### config.mk
export PLATFORM = sky130hd
export DESIGN_NAME = sync_fifo_v2
export DESIGN_NICKNAME = d
export VERILOG_FILES = /design/src/rtl/sync_fifo_v2.sv
export SDC_FILE = /design/constraint.sdc
export NUM_CORES = 1
export LEC_CHECK = 0
export CAP_MARGIN = 15
export CORE_ASPECT_RATIO = 1.1
export CORE_MARGIN = 2
export CORE_UTILIZATION = 54
export DETAILED_ROUTE_END_ITERATION = 8
export PLACE_DENSITY = 0.78
export SYNTH_ARGS = -nofsm -noshare
export SYNTH_HDL_FRONTEND = slang
export SYNTH_SLANG_ARGS = --single-unit
### constraint.sdc
create_clock -name clk -period 2.51 [get_ports clk]
set_input_delay 0.502 -clock clk [delete_from_list [all_inputs] [get_ports clk]]
set_output_delay 0.502 -clock clk [all_outputs]
set_load 0.05 [all_outputs]
### src/rtl/sync_fifo_v2.sv
// Parametrised single-clock FIFO: any DEPTH >= 2, FWFT or standard read,
// almost flags, overflow/underflow pulses, synchronous flush.
module sync_fifo_v2 #(
  parameter int WIDTH     = 8,
  parameter int DEPTH     = 16,
  parameter int FWFT      = 1,
  parameter int AF_THRESH = DEPTH - 2,
  parameter int AE_THRESH = 2,
  parameter int CW        = $clog2(DEPTH + 1)
) (
  input  logic             clk,
  input  logic             arst_n,
  input  logic             flush,
  input  logic [WIDTH-1:0] din,
  input  logic             wr_en,
  input  logic             rd_en,
  output logic [WIDTH-1:0] dout,
  output logic             valid,
  output logic             full,
  output logic             empty,
  output logic             almost_full,
  output logic             almost_empty,
  output logic             overflow,
  output logic             underflow,
  output logic [CW-1:0]    data_count
);

  localparam int PW = $clog2(DEPTH);
  localparam logic [PW-1:0] LAST  = PW'(DEPTH - 1);
  localparam logic [CW-1:0] FULLC = CW'(DEPTH);

  logic [WIDTH-1:0] r_ram [DEPTH];
  logic [PW-1:0]    r_wr_ptr;
  logic [PW-1:0]    r_rd_ptr;
  logic [CW-1:0]    r_count;
  logic             r_ovf;
  logic             r_unf;

  logic             w_nonzero;
  logic             w_full;
  logic             w_rd_acc;
  logic             w_wr_acc;
  logic [PW-1:0]    w_wr_nxt;
  logic [PW-1:0]    w_rd_nxt;
  logic [WIDTH-1:0] w_head;

  assign w_nonzero = (r_count != '0);
  assign w_full    = (r_count == FULLC);

  // A write into a full FIFO is legal only alongside an accepted read.
  assign w_rd_acc = rd_en & w_nonzero & ~flush;
  assign w_wr_acc = wr_en & (~w_full | w_rd_acc) & ~flush;

  assign w_wr_nxt = (r_wr_ptr == LAST) ? '0 : r_wr_ptr + 1'b1;
  assign w_rd_nxt = (r_rd_ptr == LAST) ? '0 : r_rd_ptr + 1'b1;
  assign w_head   = r_ram[r_rd_ptr];

  always_ff @(posedge clk) begin
    if (w_wr_acc) begin
      r_ram[r_wr_ptr] <= din;
    end
  end

  always_ff @(posedge clk or negedge arst_n) begin
    if (!arst_n) begin
      r_wr_ptr <= '0;
      r_rd_ptr <= '0;
      r_count  <= '0;
      r_ovf    <= 1'b0;
      r_unf    <= 1'b0;
    end else if (flush) begin
      r_wr_ptr <= '0;
      r_rd_ptr <= '0;
      r_count  <= '0;
      r_ovf    <= 1'b0;
      r_unf    <= 1'b0;
    end else begin
      if (w_wr_acc) begin
        r_wr_ptr <= w_wr_nxt;
      end
      if (w_rd_acc) begin
        r_rd_ptr <= w_rd_nxt;
      end
      unique case ({w_wr_acc, w_rd_acc})
        2'b10:   r_count <= r_count + 1'b1;
        2'b01:   r_count <= r_count - 1'b1;
        default: r_count <= r_count;
      endcase
      r_ovf <= wr_en & ~w_wr_acc;
      r_unf <= rd_en & ~w_rd_acc;
    end
  end

  if (FWFT != 0) begin : g_fwft
    assign dout  = w_nonzero ? w_head : '0;
    assign valid = w_nonzero;
  end else begin : g_std
    logic [WIDTH-1:0] r_dout;
    logic             r_valid;

    always_ff @(posedge clk or negedge arst_n) begin
      if (!arst_n) begin
        r_dout  <= '0;
        r_valid <= 1'b0;
      end else if (flush) begin
        r_dout  <= '0;
        r_valid <= 1'b0;
      end else begin
        r_valid <= w_rd_acc;
        if (w_rd_acc) begin
          r_dout <= w_head;
        end
      end
    end

    assign dout  = r_dout;
    assign valid = r_valid;
  end

  assign full         = w_full;
  assign empty        = ~w_nonzero;
  assign almost_full  = (int'(r_count) >= AF_THRESH);
  assign almost_empty = (int'(r_count) <= AE_THRESH);
  assign overflow     = r_ovf;
  assign underflow    = r_unf;
  assign data_count   = r_count;

endmodule

# After elaboration in Yosys (flattened, before gate mapping)
# Memories as Yosys holds them, arrays and structs flattened.
# Index checks and enable logic that the tools add are counted.
# Widths: inputs -> output; s select.
[word_totals]
regBits = 15
mem_bits_rw = 128
output_inout_bits = 20
elab_cells = 46
mem_count = 1
[memory_table]
columns = ["name", "words", "width", "rd", "rd_clocked_by_memory_dff", "write_ports", "line_no", "rtl"]
rows = [
  ["r_ram", 16, 8, 1, 0, 1, "32", "logic [WIDTH-1:0] r_ram [DEPTH];"],
]
[op_classes]
add_sub_neg = 4
order_cmp = 2
eq_ne = 5
mux = 13
bitwise = 12
reduce_logical = 4
[op_table]
columns = ["operator", "n"]
rows = [
  ["$mux 4", 6],
  ["$pmux 5 s2", 1],
  ["$add 4x1->4 const B", 2],
  ["$eq 4x4->1 const B", 2],
  ["$mux 8", 1],
  ["$and 1x1->1", 6],
  ["$add 5x1->5 const B", 1],
  ["$eq 5x5->1 const B", 1],
  ["$ge 5x4->1 const B", 1],
  ["$le 5x2->1 const B", 1],
  ["$mux 5", 1],
  ["$not 1->1", 5],
  ["$reduce_bool 5->1", 1],
  ["$sub 5x1->5 const B", 1],
  ["$mux 1", 4],
  ["$reduce_bool 2->1", 2],
  ["$reduce_bool 3->1", 1],
  ["$eq 2x1->1 const B", 1],
  ["$eq 2x2->1 const B", 1],
  ["$or 1x1->1", 1],
]

# Longest topological paths before layout
[depth]
depth_word = 9
ltp_mapped = 11
ltp_nobuf = 9

# Worst setup path before layout
# OpenSTA, ideal clock, no wires.
[synth_timing]
kind = "flip-flop to output port"
startpoint = "reg r_count[2], in the netlist data_count[2]"
endpoint = "out almost_empty"
t_arrival_ns = 3.283
required_ns = 2.008
slack_ns = -1.275
stages_incl_launch_ff = 3
path_buffers = 1
path_cell_list = "dfrtp_1 -> clkbuf_1 -> a2111oi_0"
[synth_via]
elab_chain_len = 1
[synth_lines]
columns = ["element", "line_no", "rtl"]
rows = [
  ["start, declared", "35", "logic [CW-1:0] r_count;"],
  ["start signal, assigned", "85", "2'b10: r_count <= r_count + 1'b1;"],
  ["start signal, assigned", "86", "2'b01: r_count <= r_count - 1'b1;"],
  ["start signal, assigned", "87", "default: r_count <= r_count;"],
  ["$le 5x2->1", "123", "assign almost_empty = (int'(r_count) <= AE_THRESH);"],
  ["end, declared", "22", "output logic almost_empty,"],
]
# No other way between the ends.

# Final worst setup path
[layout_timing]
startpoint = "reg r_rd_ptr[0]"
endpoint = "out dout[7]"
[layout_via]
elab_chain_len = 2
[layout_lines]
columns = ["element", "line_no", "rtl"]
rows = [
  ["start, declared", "34", "logic [PW-1:0] r_rd_ptr;"],
  ["start signal, assigned", "82", "r_rd_ptr <= w_rd_nxt;"],
  ["$mem_v2 16x8", "-", ""],
  ["$mux 8", "95", "assign dout = w_nonzero ? w_head : '0;"],
  ["end, declared", "17", "output logic [WIDTH-1:0] dout,"],
]
# No other way between the ends.

==> results.yml <==
outcome:
  status: "finished, violations left"
  violations: "setup timing"
synthesis:
  netlist_area_um2: 6030
  synth_most_common_cell: "edfxtp_1"
  ys_async_sr_fraction_pct: 10.5
  synth_area_per_cell_um2: 18.4
  synth_seq_cells: 143
  synth_nets: 348
  synthSimpleGateAreaFrac_pct: 7.70
  post-synth-top-area-cell: "edfxtp_1"
  synth-main-ff-cell: "edfxtp_1"
  synthAdderAreaFrac_pct: 1.45
  synth_area_leaders: "edfxtp_1 (64%), mux4_2 (15%), dfrtp_1 (6.2%)"
  synth_edf_count: 128
  synth-seq-area-share_pct: 70.0
  yosysWarnings: 0
  yosys.cell_types.count: 41
  synth_common_cells: "edfxtp_1 (128), mux4_2 (40), and2_1 (25)"
  synthMuxAreaShare_pct: 15.4
  synth_top_cell_area_share_pct: 63.8
  synth_compound_area_share_pct: 2.66
  synth_top_family_by_area: "multiplexers"
  synthCells: 328
  synth_xor_area_share_pct: 0.872
grt:
  grtUsageTotal_pct: 22.2
  gr-total-overflow: 0
  antenna_found_initial: 0
  grt_pass1_wl_mm: 19.0
  grt_pass1_vias: 3323
  grt_max_degree: 37
worst_setup_path:
  slowest_stage: "mux4_2"
  slowest_delay_ns: 0.52
  path_class: "flip-flop to primary output"
  worstPathCellList: "buf_12, buf_6, mux4_2, mux4_2, and2_2, buf_6"
  path_max_fanout: 8
  cp-end-kind: "primary output"
  cp-start-kind: "flip-flop"
  crit_required_ns: 2.01
  worst_ep_arrival_time_ns: 2.47
floorplan:
  start_util_pct: 55.3
  die_y_um: 115
  row_count: 40
  core_area_um2: 10900
  die_area_um2: 12000
  die_x_um: 105
  ios: 33
sta:
  hold_violations: 0
  slew_violations: 0
  slew_headroom_pct: 52.0
  timing.final.ws_setup_ns: -0.464
  clock-skew-final_ns: 0.00973
  worst_pin_slew_ns: 0.717
  fin_crit_sh_pct: 118
  period_needed_ns: 2.97
  setup_violations: 8
  tns_ns: -3.32
  rsz0062_at_grt: "yes"
  timing.fmax_mhz: 336
power_and_ir_drop:
  power_leakage_nw: 2.63
  vdd_drop_max_mv: 0.765
  power_density_nw_per_um2: 1020
final_layout:
  antenna_cells: 0
  fin_nets: 418
  syn2layout_area_growth_pct: 25.6
  design_area_um2: 7570
  drive_gt1_share_pct: 34.1
  fillerInstances: 706
  final_util_pct: 69.4
routing:
  drt_first_pass_iters: 4
  routedWlPerCell_um: 23.5
  wl_mm: 13.1
  routed-via-count: 3305
  ant_nets: 0
  drtIter0Drc: 271
  avgViaCountPerCell: 5.92
  drc: 0
clock_network:
  hold_buffers: 0
  clockRootBuffer: "clkbuf_16"
  clock-sinks: 143
  cts_tree: "built"
  clk_pin_slew_ns: 0.06
  insertion_delay_ns: 0.42
  cts_buffer_depth: 2
  clock_tree.htree_level_count: 4
  numCtsBuffers: 17
place:
  portBuffers: 32
  gp_congestion: 0.821
  place_area_um2: 6840
  hpwl_mm: 7.78
hold_path:
  hp-class: "input port to async pin"
run:
  drv_cap: 0
-- layout by cell type, fill, tap and decap left out, types with 2 or more instances in the layout --
master and count:
xor2_1 4, nand3_1 6, xnor2_1 2, nor2_1 10, nor3b_1 3, ha_1 7, o21ai_1 2, dfrtp_1 14
clkbuf_8 3, inv_4 5, clkbuf_16 21, edfxtp_1 128, and2_4 7, mux2i_1 3, and2_2 2, o21ai_0 4
buf_4 24, clkdlybuf4s50_1 19, buf_8 2, mux4_2 40, clkinv_4 3, inv_1 5, or3_1 4, nor3_1 2
and2_1 17, nand2_1 16, buf_6 8, nor2b_1 3, a21oi_1 10, buf_12 14
-- worst max-delay path: cells and delay by family, from the launching register on --
kind	cells	cell delay, ns
multiplexers	2	1.01
buffers and inverters	3	0.43
flip-flops	1	0.37
AND/OR/NAND/NOR	1	0.22
-- sequential cells by signal, indices dropped and copies added (netlist names) --
| name | flops |
|---|---|
| underflow | 1 |
| data_count | 5 |
| overflow | 1 |
| r_ram | 128 |
| r_wr_ptr | 4 |
| r_rd_ptr | 4 |
-- power by group --
part           switching, mW  internal (mW)
registers             0.0584           2.66
logic                   1.39           1.21
clock network          0.949           1.47
total                   2.39           5.33
-- worst paths after layout --
kind | startpoint | end | slack [ns] | cells after the start
min reg2reg | data_count[0] | data_count[0] | 0.60 | 2
min in group clk | data_count[0] | data_count[0] | 0.60 | 2
max | r_rd_ptr[0] | dout[7] | -0.46 | 6
max reg2reg | data_count[1] | data_count[4] | 0.23 | 11
min | arst_n | data_count[3] | 0.51 | 1
max in group asynchronous | arst_n | r_rd_ptr[0] | 1.50 | 1
-- per-stage QoR --
step | power (mW) | std cells | setup slack (ns) | hold slack [ns]
2_1_floorplan | 4.36 | 328 | 0.0214 | 0.206
3_3_place_gp | 5.03 | 521 | -0.110 | 0.574
3_5_place_dp | 5.06 | 521 | -0.197 | 0.595
4_1_cts | 7.56 | 553 | -0.488 | 0.521
5_1_grt | 8.01 | 558 | -0.498 | 0.567
6_report | 7.73 | 558 | -0.464 | 0.513
-- layer usage --
metal	vias up	GRT usage, %	routed length, um
li1	1451	-	-
met1	1689	27.8	5040
met2	141	37.1	7100
met3	24	4.71	669
met4	0	11.4	318
met5	-	0	0
-- final cells by class --
| type | count | area (um2) | share of cell area (%) |
|---|---|---|---|
| clock buffers | 23 | 520 | 6.88 |
| clock inverters | 9 | 66.3 | 0.876 |
| inverters | 5 | 18.8 | 0.248 |
| multi-input cells | 161 | 1730 | 22.8 |
| flip-flops and latches | 143 | 4220 | 55.8 |
| well taps | 147 | 184 | 2.43 |
| repair buffers | 70 | 833 | 11.0 |
-- kinds of logic (layout without fill, tap and decap cells) --
| kind of cell | after synthesis | after routing |
|---|---|---|
| flops | 143 | 143 |
| buf+inv | 24 | 107 |
| fa+ha+maj | 7 | 7 |
| compound gates | 24 | 24 |
| xor+xnor | 6 | 6 |
| mux | 43 | 43 |
| simple gates | 81 | 81 |
-- timing repair --
action / in CTS / in global routing
setup endpoints to repair: 10 / 10
hold endpoints to repair: 0 / 0
gates resized for setup: 12 / 8
pin swaps: 1 / 1
gates cloned: 0 / 3
setup buffers: 0 / 2
Power figures use the tool's default switching activity.
